**src/rtl/ofdm_symbol_framer.sv**
```systemverilog
// OFDM burst framer: drops the long-preamble GI and cyclic prefixes, passes LTS and data symbols.
// Optional restart on a mid-burst marker: define OFDM_FRAMER_RETRIGGER_EN.
module ofdm_symbol_framer #(
    parameter int unsigned WIDTH_SAMPLE   = 16,
    parameter int unsigned FFT_LEN        = 64,
    parameter int unsigned LTS_GI_LEN     = 32,
    parameter int unsigned LTS_NUM        = 2,
    parameter int unsigned SR_NUM_SYMBOLS = 8,
    parameter int unsigned SR_CP_LEN      = 9
) (
    input  logic                      clk,
    input  logic                      aresetn,
    input  logic                      set_stb,
    input  logic [7:0]                set_addr,
    input  logic [31:0]               set_data,
    input  logic [2*WIDTH_SAMPLE-1:0] i_tdata,
    input  logic                      i_tlast,
    input  logic                      i_tvalid,
    output logic                      i_tready,
    output logic [2*WIDTH_SAMPLE-1:0] o_tdata,
    output logic                      o_tlast,
    output logic [1:0]                o_tuser,
    output logic                      o_tvalid,
    input  logic                      o_tready,
    output logic                      busy,
    output logic                      burst_done
);

    localparam int unsigned CntMax0 = (FFT_LEN > LTS_GI_LEN) ? FFT_LEN : LTS_GI_LEN;
    localparam int unsigned CntMax  = (CntMax0 > 256) ? CntMax0 : 256;
    localparam int unsigned CW      = $clog2(CntMax);
    localparam int unsigned LtsW    = (LTS_NUM > 1) ? $clog2(LTS_NUM) : 1;

    typedef enum logic [2:0] {StIdle, StLtsGi, StLts, StCp, StSym, StDone} state_e;

    state_e          state_q, state_d;
    logic [CW-1:0]   samp_q, samp_d;
    logic [LtsW-1:0] lts_q, lts_d;
    logic [11:0]     sym_q, sym_d;
    logic [11:0]     num_sym_reg, num_sym_q, num_sym_d;
    logic [7:0]      cp_len_reg, cp_len_q, cp_len_d;

    logic   pass, accept, fft_end, start, retrig_ok, mark_abort;
    state_e after_lts, after_sym;
    logic   unused_set_data;

    assign unused_set_data = ^set_data[31:12];

    always_ff @(posedge clk or negedge aresetn) begin
        if (!aresetn) begin
            num_sym_reg <= '0;
            cp_len_reg  <= '0;
        end else if (set_stb) begin
            if (set_addr == 8'(SR_NUM_SYMBOLS)) num_sym_reg <= set_data[11:0];
            if (set_addr == 8'(SR_CP_LEN))      cp_len_reg  <= set_data[7:0];
        end
    end

    always_ff @(posedge clk or negedge aresetn) begin
        if (!aresetn) begin
            state_q   <= StIdle;
            samp_q    <= '0;
            lts_q     <= '0;
            sym_q     <= '0;
            num_sym_q <= '0;
            cp_len_q  <= '0;
        end else begin
            state_q   <= state_d;
            samp_q    <= samp_d;
            lts_q     <= lts_d;
            sym_q     <= sym_d;
            num_sym_q <= num_sym_d;
            cp_len_q  <= cp_len_d;
        end
    end

    assign pass       = (state_q == StLts) || (state_q == StSym);
    assign i_tready   = pass ? o_tready : (state_q != StDone);
    assign accept     = i_tvalid & i_tready;
    assign o_tvalid   = pass & i_tvalid;
    assign o_tdata    = i_tdata;
    assign fft_end    = (samp_q == CW'(FFT_LEN - 1));
    assign busy       = (state_q != StIdle);
    assign burst_done = (state_q == StDone);

`ifdef OFDM_FRAMER_RETRIGGER_EN
    assign retrig_ok  = (state_q == StLtsGi) || (state_q == StCp) || pass;
    assign mark_abort = pass & i_tlast;
`else
    assign retrig_ok  = 1'b0;
    assign mark_abort = 1'b0;
`endif

    // A marker beat in a pass state closes the partial packet on its own output beat.
    assign o_tlast = pass & (fft_end | mark_abort);
    assign o_tuser = {mark_abort, state_q == StLts};
    assign start   = accept & i_tlast & ((state_q == StIdle) | retrig_ok);

    assign after_lts = (num_sym_q == '0) ? StDone : ((cp_len_q != '0) ? StCp : StSym);
    assign after_sym = (cp_len_q != '0) ? StCp : StSym;

    always_comb begin
        state_d   = state_q;
        samp_d    = samp_q;
        lts_d     = lts_q;
        sym_d     = sym_q;
        num_sym_d = num_sym_q;
        cp_len_d  = cp_len_q;
        case (state_q)
            StLtsGi: if (accept) begin
                if (samp_q == CW'(LTS_GI_LEN - 1)) begin
                    state_d = StLts;
                    samp_d  = '0;
                end else begin
                    samp_d = samp_q + CW'(1);
                end
            end
            StLts: if (accept) begin
                if (fft_end) begin
                    samp_d = '0;
                    if (lts_q == LtsW'(LTS_NUM - 1)) begin
                        lts_d   = '0;
                        state_d = after_lts;
                    end else begin
                        lts_d = lts_q + LtsW'(1);
                    end
                end else begin
                    samp_d = samp_q + CW'(1);
                end
            end
            StCp: if (accept) begin
                if (samp_q == CW'(cp_len_q) - CW'(1)) begin
                    state_d = StSym;
                    samp_d  = '0;
                end else begin
                    samp_d = samp_q + CW'(1);
                end
            end
            StSym: if (accept) begin
                if (fft_end) begin
                    samp_d = '0;
                    if (sym_q + 12'd1 == num_sym_q) begin
                        sym_d   = '0;
                        state_d = StDone;
                    end else begin
                        sym_d   = sym_q + 12'd1;
                        state_d = after_sym;
                    end
                end else begin
                    samp_d = samp_q + CW'(1);
                end
            end
            StDone:  state_d = StIdle;
            default: ;
        endcase
        // The trigger sample itself is guard-interval index 0.
        if (start) begin
            state_d   = (LTS_GI_LEN == 1) ? StLts : StLtsGi;
            samp_d    = (LTS_GI_LEN == 1) ? '0 : CW'(1);
            lts_d     = '0;
            sym_d     = '0;
            num_sym_d = num_sym_reg;
            cp_len_d  = cp_len_reg;
        end
    end

endmodule

```
**config.mk**
```make
export PLATFORM = sky130hd
export DESIGN_NAME = ofdm_symbol_framer
export DESIGN_NICKNAME = d
export VERILOG_FILES = /design/src/rtl/ofdm_symbol_framer.sv
export SDC_FILE = /design/constraint.sdc
export NUM_CORES = 1
export LEC_CHECK = 0
export ABC_AREA = 0
export ABC_CLOCK_PERIOD_IN_PS = 5930
export CORE_MARGIN = 4
export CORE_UTILIZATION = 35
export CTS_CLUSTER_SIZE = 24
export DETAILED_ROUTE_END_ITERATION = 7
export GPL_TIMING_DRIVEN = 0
export PLACE_DENSITY = 0.62
export SYNTH_ARGS = -nofsm -noshare
export SYNTH_HDL_FRONTEND = slang
export SYNTH_SLANG_ARGS = --single-unit
```
**constraint.sdc**
```tcl
create_clock -name clk -period 5.93 [get_ports clk]
set_input_delay 0.8895 -clock clk [delete_from_list [all_inputs] [get_ports clk]]
set_output_delay 0.8895 -clock clk [all_outputs]
set_load 0.005 [all_outputs]
```
==> results of run 1 <==
==> cell usage in the layout (no fill, tap or decap), types with 11 or more instances in the layout <==
| cell | n |
|---|---|
| dfrtp_1 | 64 |
| clkdlybuf4s50_1 | 62 |
| nand2_1 | 41 |
| mux2_2 | 41 |
| buf_4 | 37 |
| nor2_1 | 21 |
| nand3_1 | 15 |
| a21oi_1 | 15 |
| o21ai_0 | 13 |
| xnor2_1 | 13 |
| xor2_1 | 12 |
| inv_1 | 11 |
==> power by group through the flow <==
stage	Combinational [W]	Sequential [W]	Clock, W
floorplan	0.000387	0.000536	0
global placement	0.000530	0.000552	0
detailed placement	0.000546	0.000554	0
CTS	0.000549	0.000547	0.000546
global route	0.000605	0.000557	0.000560
finish	0.000545	0.000547	0.000528
==> worst max-delay path: cells and delay by family <==
| kind | cells | cell delay (ps) |
|---|---|---|
| AND/OR/NAND/NOR | 1 | 60 |
| buffers and inverters | 2 | 1120 |
| AO/OA/AOI/OAI | 1 | 290 |
==> per-stage QoR <==
step | setup slack (ps) | total power, W | area (µm²) | hold WS [ps]
2_1_floorplan | 3600 | 0.000923 | 4120 | 444
6_report | 2680 | 0.00162 | 5220 | 475
3_5_place_dp | 2690 | 0.00110 | 4920 | 473
4_1_cts | 2690 | 0.00164 | 5220 | 484
5_1_grt | 2590 | 0.00172 | 5220 | 524
3_3_place_gp | 1830 | 0.00108 | 4930 | 466
==> path summary, 6_finish.rpt <==
check / endpoint / slack [ps] / from
setup / recovery: i_tready / 2680 / o_tready
hold / removal: cp_len_q[1]$_DFFE_PN0N_ / 480 / cp_len_reg[1]$_DFFE_PN0P_
setup reg to reg: sym_q[0]$_DFFE_PN0P_ / 3290 / sym_q[0]$_DFFE_PN0P_
hold reg to reg: cp_len_q[1]$_DFFE_PN0N_ / 480 / cp_len_reg[1]$_DFFE_PN0P_
max in group asynchronous: sym_q[10]$_DFFE_PN0P_ / 4750 / aresetn
min in group asynchronous: cp_len_q[6]$_DFFE_PN0N_ / 660 / aresetn
==> cells by family (layout without fill, tap and decap cells) <==
group / count (synthesis) / in the layout
AOI/OAI and AO/OA: 65 / 65
xor gates and xnor gates: 25 / 25
adders and majority gates: 4 / 4
buffers and inverters: 66 / 145
DFF: 64 / 64
muxes: 47 / 47
other: 1 / 1
and+or+nand+nor: 150 / 150
==> layout make-up <==
class	count	area [µm²]
fill	1105	6240
multi-input combinational	292	2090
sequential	64	1600
timing repair buffer	63	628
buffer	55	382
clock buffer	13	260
tap	143	179
inverter	11	41.3
clock inverter	3	40.0
==> synth_stat cells (8+ instances only) <==
cell type / number
buf_4: 36
nor2_1: 21
mux2_2: 41
xor2_1: 12
o21ai_0: 13
dfrtp_1: 64
a21oi_1: 15
nand3_1: 15
inv_1: 11
nand2_1: 41
xnor2_1: 13
nand4_1: 9
buf_2: 8
==> layer usage <==
metal | global-route usage, % | share of wire [%] | vias up
li1 | - | - | 1625
met1 | 19.0 | 45 | 1603
met2 | 24.3 | 48 | 105
met3 | 2.80 | 6.2 | 9
met4 | 4.18 | 0.84 | 0
met5 | 0 | 0 | -
==> impl_metrics.toml, run 1 <==
[run_status]
status = "complete, no violations"

[timing]
timing.fmax_mhz = 308
worstMarginPinSlew_ps = 803
setup_violations = 0
report.final.hold_viol_count = 0
finalMaxSlewViolations = 0
period_needed_ps = 3250
final.setup_skew_ps = 7.38
min_period_over_period_pct = 54.8
grt_setup_unrepaired = "no"
fin_setup_tns_ps = 0
worst_slew_margin_rel_pct = 46.4

[clock_tree]
cts.repair.resized = 0
clkSlewWorstSetupHoldPaths_ps = 50
tritoncts_buffer_count = 9
cts_sinks = 64
cts_tree = "built"
clock_latency_ps = 320
cts_post_setup_buffers_inserted = 0
clock_tree.buffer_depth = 2
cts-hold-fix-buffers = 0
htreeDepth = 3
cts_root_buf = "clkbuf_16"

[setup_path]
timing.critical_path.to_type = "output port"
reg2regPathDepth = 9
timing.setup.critical_path_class = "in -> out"
worst_ep_required_time_ps = 5040
critPathMostFrequentCell = "clkdlybuf4s50_1"
critPathSlowestCell = "clkdlybuf4s50_1"
crit_path_max_fanout = 4
critical-path-max-stage-delay_ps = 590
arrival_ps = 2360
worst_setup_path_start_kind = "input pin"
critical_path.cell_chain = "clkdlybuf4s50_1, nor2_1, a22oi_1, clkdlybuf4s50_1"

[synthesis]
largest_family_of_logic_cells_by_synthesized_area = "simple AND/OR/NAND/NOR gates"
synthesis.area_um2 = 4120
synth-seq-cells = 64
synth.mux.area_fraction_pct = 12.7
synth_compound_gate_area_share_pct = 11.5
yosys_most_used_dff = "dfrtp_1"
area_fraction_of_the_dominant_cell_type_after_synthesis_pct = 38.9
synth-seq-area-share_pct = 38.9
synth_top_area_cell = "dfrtp_1"
yosysWarnings = 0
async_reset_ff_share_pct = 100
mean_cell_area_of_the_mapped_netlist_um2 = 9.75
post_synth_fa_ha_maj_area_fraction_pct = 1.22
post_synth_num_cell_types = 64
synth_xor_area_share_pct = 5.32
edff_count_synth = 0
ys_top_cells_by_area = "dfrtp_1, mux2_2, buf_4"
syn_nets = 504
post_synth_and_or_nand_nor_area_fraction_pct = 20.1
synthesis.instances = 422

[min_path]
timing.hold.worst.class = "reg -> reg"
worst_hold_path.num_cells = 2

[power_and_ir_drop]
power.share.switching_pct = 32.0
cell_internal_pwr_w = 0.00110
sequential_power_share_pct = 33.7
vdd_drop_max_mv = 0.169
net_sw_power_w = 0.000519
part_of_the_power_in_the_clock_network_pct = 32.6
p_leak_nw = 2.36
power_density_nw_per_um2 = 310
combinational_share_of_power_pct = 33.7

[grt]
grt_antenna_before_repair = 0
first_global_vias = 3215
grt_usage_pct = 14.5
grt_first_pass_wirelength_um = 15600
largest_net_degree_at_the_start_of_global_routing = 65
grt_overflow = 0

[placed_design]
placed_cells_incl_taps = 628
place.detailed.hpwl_um = 7320
io_buffer_count = 63
place_congestion = 0.846

[route]
detail_route.wirelength_um = 9680
drtAntennaViolNets = 0
post_drt_wl_per_cell_um = 15.0
dr_total_vias = 3342
vias_per_cell = 5.19
first_iter_violations = 187
drt_pass1_iterations = 4
remaining_drc_errors = 0

[finish]
n_antenna_cell = 0
layout.core_utilization_pct = 45.6
drive_above_1_share_pct = 24.0
area_delta_synth_final_pct = 26.9
final_cells = 644
numnets_final = 578

[die]
pin_count = 117
design.die.area_um2 = 13600
die_width_um = 116
fp-row-count = 39
dieHeight_um = 116
start_util_pct = 35.9
coreArea_um2 = 11500

[run]
maxCapViolations = 0
Note: power is estimated with default switching activity, not from simulation.
==> inputs of run 2 (changes only) <==
ABC_CLOCK_PERIOD_IN_PS = 2800   (was 5930)
PLACE_DENSITY = 0.64   (was 0.62)
clock period = 2.8 ns   (was 5.93 ns; I/O delays follow)
==> run 2 against run 1 <==
Cell area increased by 0.17%. First-iteration DRC count decreased by 20%. Register-to-register slack got worse by 3100 ps. Hold slack got worse by 300 ps. Sequential share of layout area decreased by 0.051 points. Non-clock buffer count unchanged. Via count increased by 0.99%. Critical endpoint is now sym_q[0]$_DFFE_PN0P_. Largest cell class unchanged.
==> impl_metrics.toml, run 2 (same netlist as run 1, synthesis figures left out) <==
[die]
start_util_pct = 35.9
coreArea_um2 = 11500
design.die.area_um2 = 13600
dieHeight_um = 116
pin_count = 117
die_width_um = 116
fp-row-count = 39

[finish]
area_delta_synth_final_pct = 27.1
layout.core_utilization_pct = 45.6
numnets_final = 578
mostFrequentLayoutCell = "dfrtp_1"
n_antenna_cell = 0
drive_above_1_share_pct = 25.0
mostFrequentLayoutCells = "dfrtp_1, clkdlybuf4s50_1, nand2_1, mux2_2, buf_4"

[setup_path]
reg2regPathDepth = 9
arrival_ps = 2830
timing.critical_path.to_type = "flop"
cpLargestDelayFamily = "compound AO/OA/AOI/OAI gates"
regToRegEndpoint = "sym_q[0]$_DFFE_PN0P_"
setup_slack_of_the_most_critical_reg_to_reg_path_ps = 170
worst_setup_path_endpoint = "sym_q[0]$_DFFE_PN0P_"
path_depth = 9
critPathSlowestCell = "dfrtp_1"
worstSetupStartpoint = "sym_q[0]$_DFFE_PN0P_"
critical-path-max-stage-delay_ps = 470
timing.setup.critical_path_class = "reg -> reg"
worst_setup_path_start_kind = "flop"
timing.rr.start = "sym_q[0]$_DFFE_PN0P_"
critical_path.cell_chain = "ha_1, buf_2, and4_2, nand4_1, o311a_1, a22oi_4, a31oi_4, buf_6, mux2_2"
critical_path.n_buffers_inverters = 2
worst_ep_required_time_ps = 3010
crit_path_max_fanout = 10

[route]
post_drt_wl_per_cell_um = 14.3
dr_total_vias = 3375
detail_route.wirelength_um = 9190
drt_pass1_iterations = 4
vias_per_cell = 5.24
remaining_drc_errors = 0
first_iter_violations = 149
drtAntennaViolNets = 0

[timing]
whs_ps = 172
min_period_over_period_pct = 93.9
report.final.hold_viol_count = 0
final.setup_skew_ps = 8.56
grt_setup_unrepaired = "no"
worstMarginPinSlew_ps = 800
worst_slew_margin_rel_pct = 46.7
timing.fmax_mhz = 380
setup_violations = 0
period_needed_ps = 2630
finalMaxSlewViolations = 0
layout_setup_ws_ps = 171

[grt]
grt_util_met3_pct = 1.87
grt.busiest_layer = "met2"
largest_net_degree_at_the_start_of_global_routing = 65
grt_first_pass_wirelength_um = 14900
first_global_vias = 3183
grt_met1_usage_pct = 18.0
grt_overflow = 0
grtUsageMet2_pct = 22.8
grt_antenna_before_repair = 0
grt_usage_pct = 13.7

[power_and_ir_drop]
total_power_w = 0.00342
p_leak_nw = 2.36
power_density_nw_per_um2 = 655
vdd_drop_max_mv = 0.475

[run]
maxCapViolations = 0

[clock_tree]
htreeDepth = 3
cts_root_buf = "clkbuf_16"
cts_post_setup_buffers_inserted = 0
clock_latency_ps = 320
cts_tree = "built"
clock_tree.buffer_depth = 2
tritoncts_buffer_count = 9
cts.repair.resized = 0
cts_sinks = 64
clkSlewWorstSetupHoldPaths_ps = 60
cts-hold-fix-buffers = 0

[run_status]
status = "complete, no violations"

[placed_design]
io_buffer_count = 63
dp_slack_ps = 185
place_congestion = 0.856
place.detailed.hpwl_um = 6980

[min_path]
timing.hold.worst.class = "in -> async"
[run 2: worst min-delay path by stage]
| stage | cells after the start | endpoint | slack, ps | startpoint |
|---|---|---|---|---|
| 6_report | 1 | samp_q[7]$_DFFE_PN0P_ | 170 | aresetn |
| 5_1_grt | 1 | samp_q[7]$_DFFE_PN0P_ | 270 | aresetn |
| 4_1_cts | 1 | samp_q[7]$_DFFE_PN0P_ | 220 | aresetn |
| 3_5_place_dp | 2 | cp_len_q[1]$_DFFE_PN0N_ | 470 | cp_len_reg[1]$_DFFE_PN0P_ |
| 3_3_place_gp | 2 | cp_len_q[1]$_DFFE_PN0N_ | 470 | cp_len_reg[1]$_DFFE_PN0P_ |
| 2_1_floorplan | 0 | cp_len_q[0]$_DFFE_PN0N_ | 120 | aresetn |
[run 2: layout make-up]
cell class	instances	area [µm²]
fillers	1058	6230
multi-input cells	292	2100
flip-flops and latches	64	1600
repair buffers	63	628
plain buffers	55	382
clock buffers	9	225
well taps	143	179
clock inverters	7	77.6
inverters	11	41.3
[run 2: per-stage QoR]
step / instances / setup TNS, ps / cell area (µm²)
3_5_place_dp: 628 / 0 / 4920
5_1_grt: 644 / 0 / 5230
4_1_cts: 644 / 0 / 5230
6_report: 644 / 0 / 5230
2_1_floorplan: 422 / 0 / 4120
3_3_place_gp: 628 / -50910 / 4930
[run 2: power breakdown]
group	switching [W]	internal (W)	total, W
sequential	0.000124	0.00103	0.00116
clock	0.000424	0.000698	0.00112
combinational	0.000580	0.000566	0.00115
[run 2: routing by layer]
layer,part of all wire [%],vias up
met5,0,-
met4,1.8,0
met3,7.1,10
met2,46,110
met1,45,1629
li1,-,1626
==> inputs of run 3 (changes only) <==
CORE_MARGIN = not set   (was 4)
==> run 3 against run 2 <==
Power grew 1.8%. Critical path type is now reg -> out. Cell area grew 0.17%. Non-clock buffer count is the same. Sequential cell count is the same. Combinational power is essentially flat. Die area shrank 10%. Sequential power is essentially flat. Largest power group is now the clock network. Count of clock-buffer cells in the layout is the same. Largest cell class unchanged. Setup slack lost 50 ps. Hold slack lost 3.3 ps. Critical endpoint is now o_tlast. Clock skew shrank 2.1 ps. Sequential share of layout area shrank 0.051 points.
==> impl_metrics.toml, run 3 (same netlist as run 1, synthesis figures left out) <==
[run_status]
status = "complete, no violations"

[clock_tree]
clock_latency_ps = 330
cts_root_buf = "clkbuf_16"
cts_sinks = 64
cts.repair.resized = 0
clock_tree.buffer_depth = 2
htreeDepth = 3
tritoncts_buffer_count = 9
cts-hold-fix-buffers = 0
cts_post_setup_buffers_inserted = 0
clkSlewWorstSetupHoldPaths_ps = 60
cts_tree = "built"

[power_and_ir_drop]
power_density_nw_per_um2 = 665
vdd_drop_max_mv = 0.380
total_power_w = 0.00349
p_leak_nw = 2.37

[timing]
period_needed_ps = 2680
whs_ps = 168
worstMarginPinSlew_ps = 834
setup_violations = 0
final.setup_skew_ps = 6.51
timing.fmax_mhz = 373
worst_slew_margin_rel_pct = 44.4
grt_setup_unrepaired = "no"
report.final.hold_viol_count = 0
min_period_over_period_pct = 95.7
finalMaxSlewViolations = 0

[grt]
grt_antenna_before_repair = 0
grt_usage_pct = 15.7
grt_overflow = 0
largest_net_degree_at_the_start_of_global_routing = 65
grt_first_pass_wirelength_um = 15700
first_global_vias = 3230

[placed_design]
place_congestion = 0.825
placed_cells_incl_taps = 628
place.detailed.hpwl_um = 6910
placed_area_um2 = 4920
io_buffer_count = 63

[die]
die_width_um = 110
dieHeight_um = 110
design.die.area_um2 = 12200
pin_count = 117
coreArea_um2 = 11400
fp-row-count = 39
start_util_pct = 36.1

[route]
drt_pass1_iterations = 4
drtAntennaViolNets = 0
dr_total_vias = 3417
vias_per_cell = 5.31
detail_route.wirelength_um = 9310
post_drt_wl_per_cell_um = 14.5
remaining_drc_errors = 0
first_iter_violations = 167

[finish]
area_delta_synth_final_pct = 27.3
final_cells = 643
layout.core_utilization_pct = 45.9
numnets_final = 578
drive_above_1_share_pct = 24.6
mostFrequentLayoutCell = "dfrtp_1"
mostFrequentLayoutCells = "dfrtp_1, clkdlybuf4s50_1, nand2_1, mux2_2, buf_4"
n_fill_cell = 1083
n_antenna_cell = 0
design_area_um2 = 5240

[setup_path]
worst_setup_path_start_kind = "flop"
timing.setup.critical_path_class = "reg -> out"
reg2regPathDepth = 9
worst_ep_required_time_ps = 2380
arrival_ps = 2260
timing.critical_path.to_type = "output port"
crit_path_max_fanout = 6

[min_path]
timing.hold.worst.class = "in -> async"

[run]
maxCapViolations = 0
==> run 3: power breakdown <==
part	internal (W)	total [W]	switching, W
Clock	0.000770	0.00118	0.000407
Combinational	0.000568	0.00115	0.000582
Sequential	0.00103	0.00116	0.000125
Total	0.00237	0.00349	0.00111
==> run 3: layout make-up <==
class / instances / area (µm²) / share of cell area [%]
clock buffer: 9 / 225 / 4.30
clock inverter: 6 / 85.1 / 1.62
sequential: 64 / 1600 / 30.6
tap: 143 / 179 / 3.41
buffer: 55 / 382 / 7.28
multi-input combinational: 292 / 2100 / 40.1
timing repair buffer: 63 / 628 / 12.0
inverter: 11 / 41.3 / 0.788
==> run 3: metrics by stage <==
| step | setup slack, ps | setup TNS (ps) |
|---|---|---|
| after detailed placement | 175 | 0 |
| after global routing | 8.71 | 0 |
| after floorplan | 487 | 0 |
| after CTS | 95.6 | 0 |
| after global placement | -820 | -52250 |
| final | 121 | 0 |
==> run 3: worst max-delay path: stages, from the launching register on <==
cell and delay [ps]:
dfrtp_1 430, ha_1 210, and3_1 210, and3_1 270, and3_1 270, clkdlybuf4s50_1 530
==> run 3: layer usage <==
layer | up-vias | share of wire, % | wire length (µm) | track usage, %
met5 | - | 0 | 0 | 0
met4 | 0 | 1.7 | 156 | 6.04
met3 | 10 | 5.5 | 509 | 2.96
met1 | 1660 | 45 | 4150 | 20.3
met2 | 123 | 48 | 4490 | 26.0
li1 | 1624 | - | - | -
==> run 3: path summary, 6_finish.rpt <==
| path | from | end | slack (ps) |
|---|---|---|---|
| setup / recovery | samp_q[0]$_DFFE_PN0P_ | o_tlast | 120 |
| hold / removal | aresetn | samp_q[6]$_DFFE_PN0P_ | 170 |
| setup reg to reg | sym_q[0]$_DFFE_PN0P_ | sym_q[0]$_DFFE_PN0P_ | 120 |
| hold reg to reg | cp_len_reg[1]$_DFFE_PN0P_ | cp_len_q[1]$_DFFE_PN0N_ | 480 |
| max in group asynchronous | aresetn | num_sym_q[8]$_DFFE_PN0N_ | 2050 |
| min in group clk | cp_len_reg[1]$_DFFE_PN0P_ | cp_len_q[1]$_DFFE_PN0N_ | 480 |
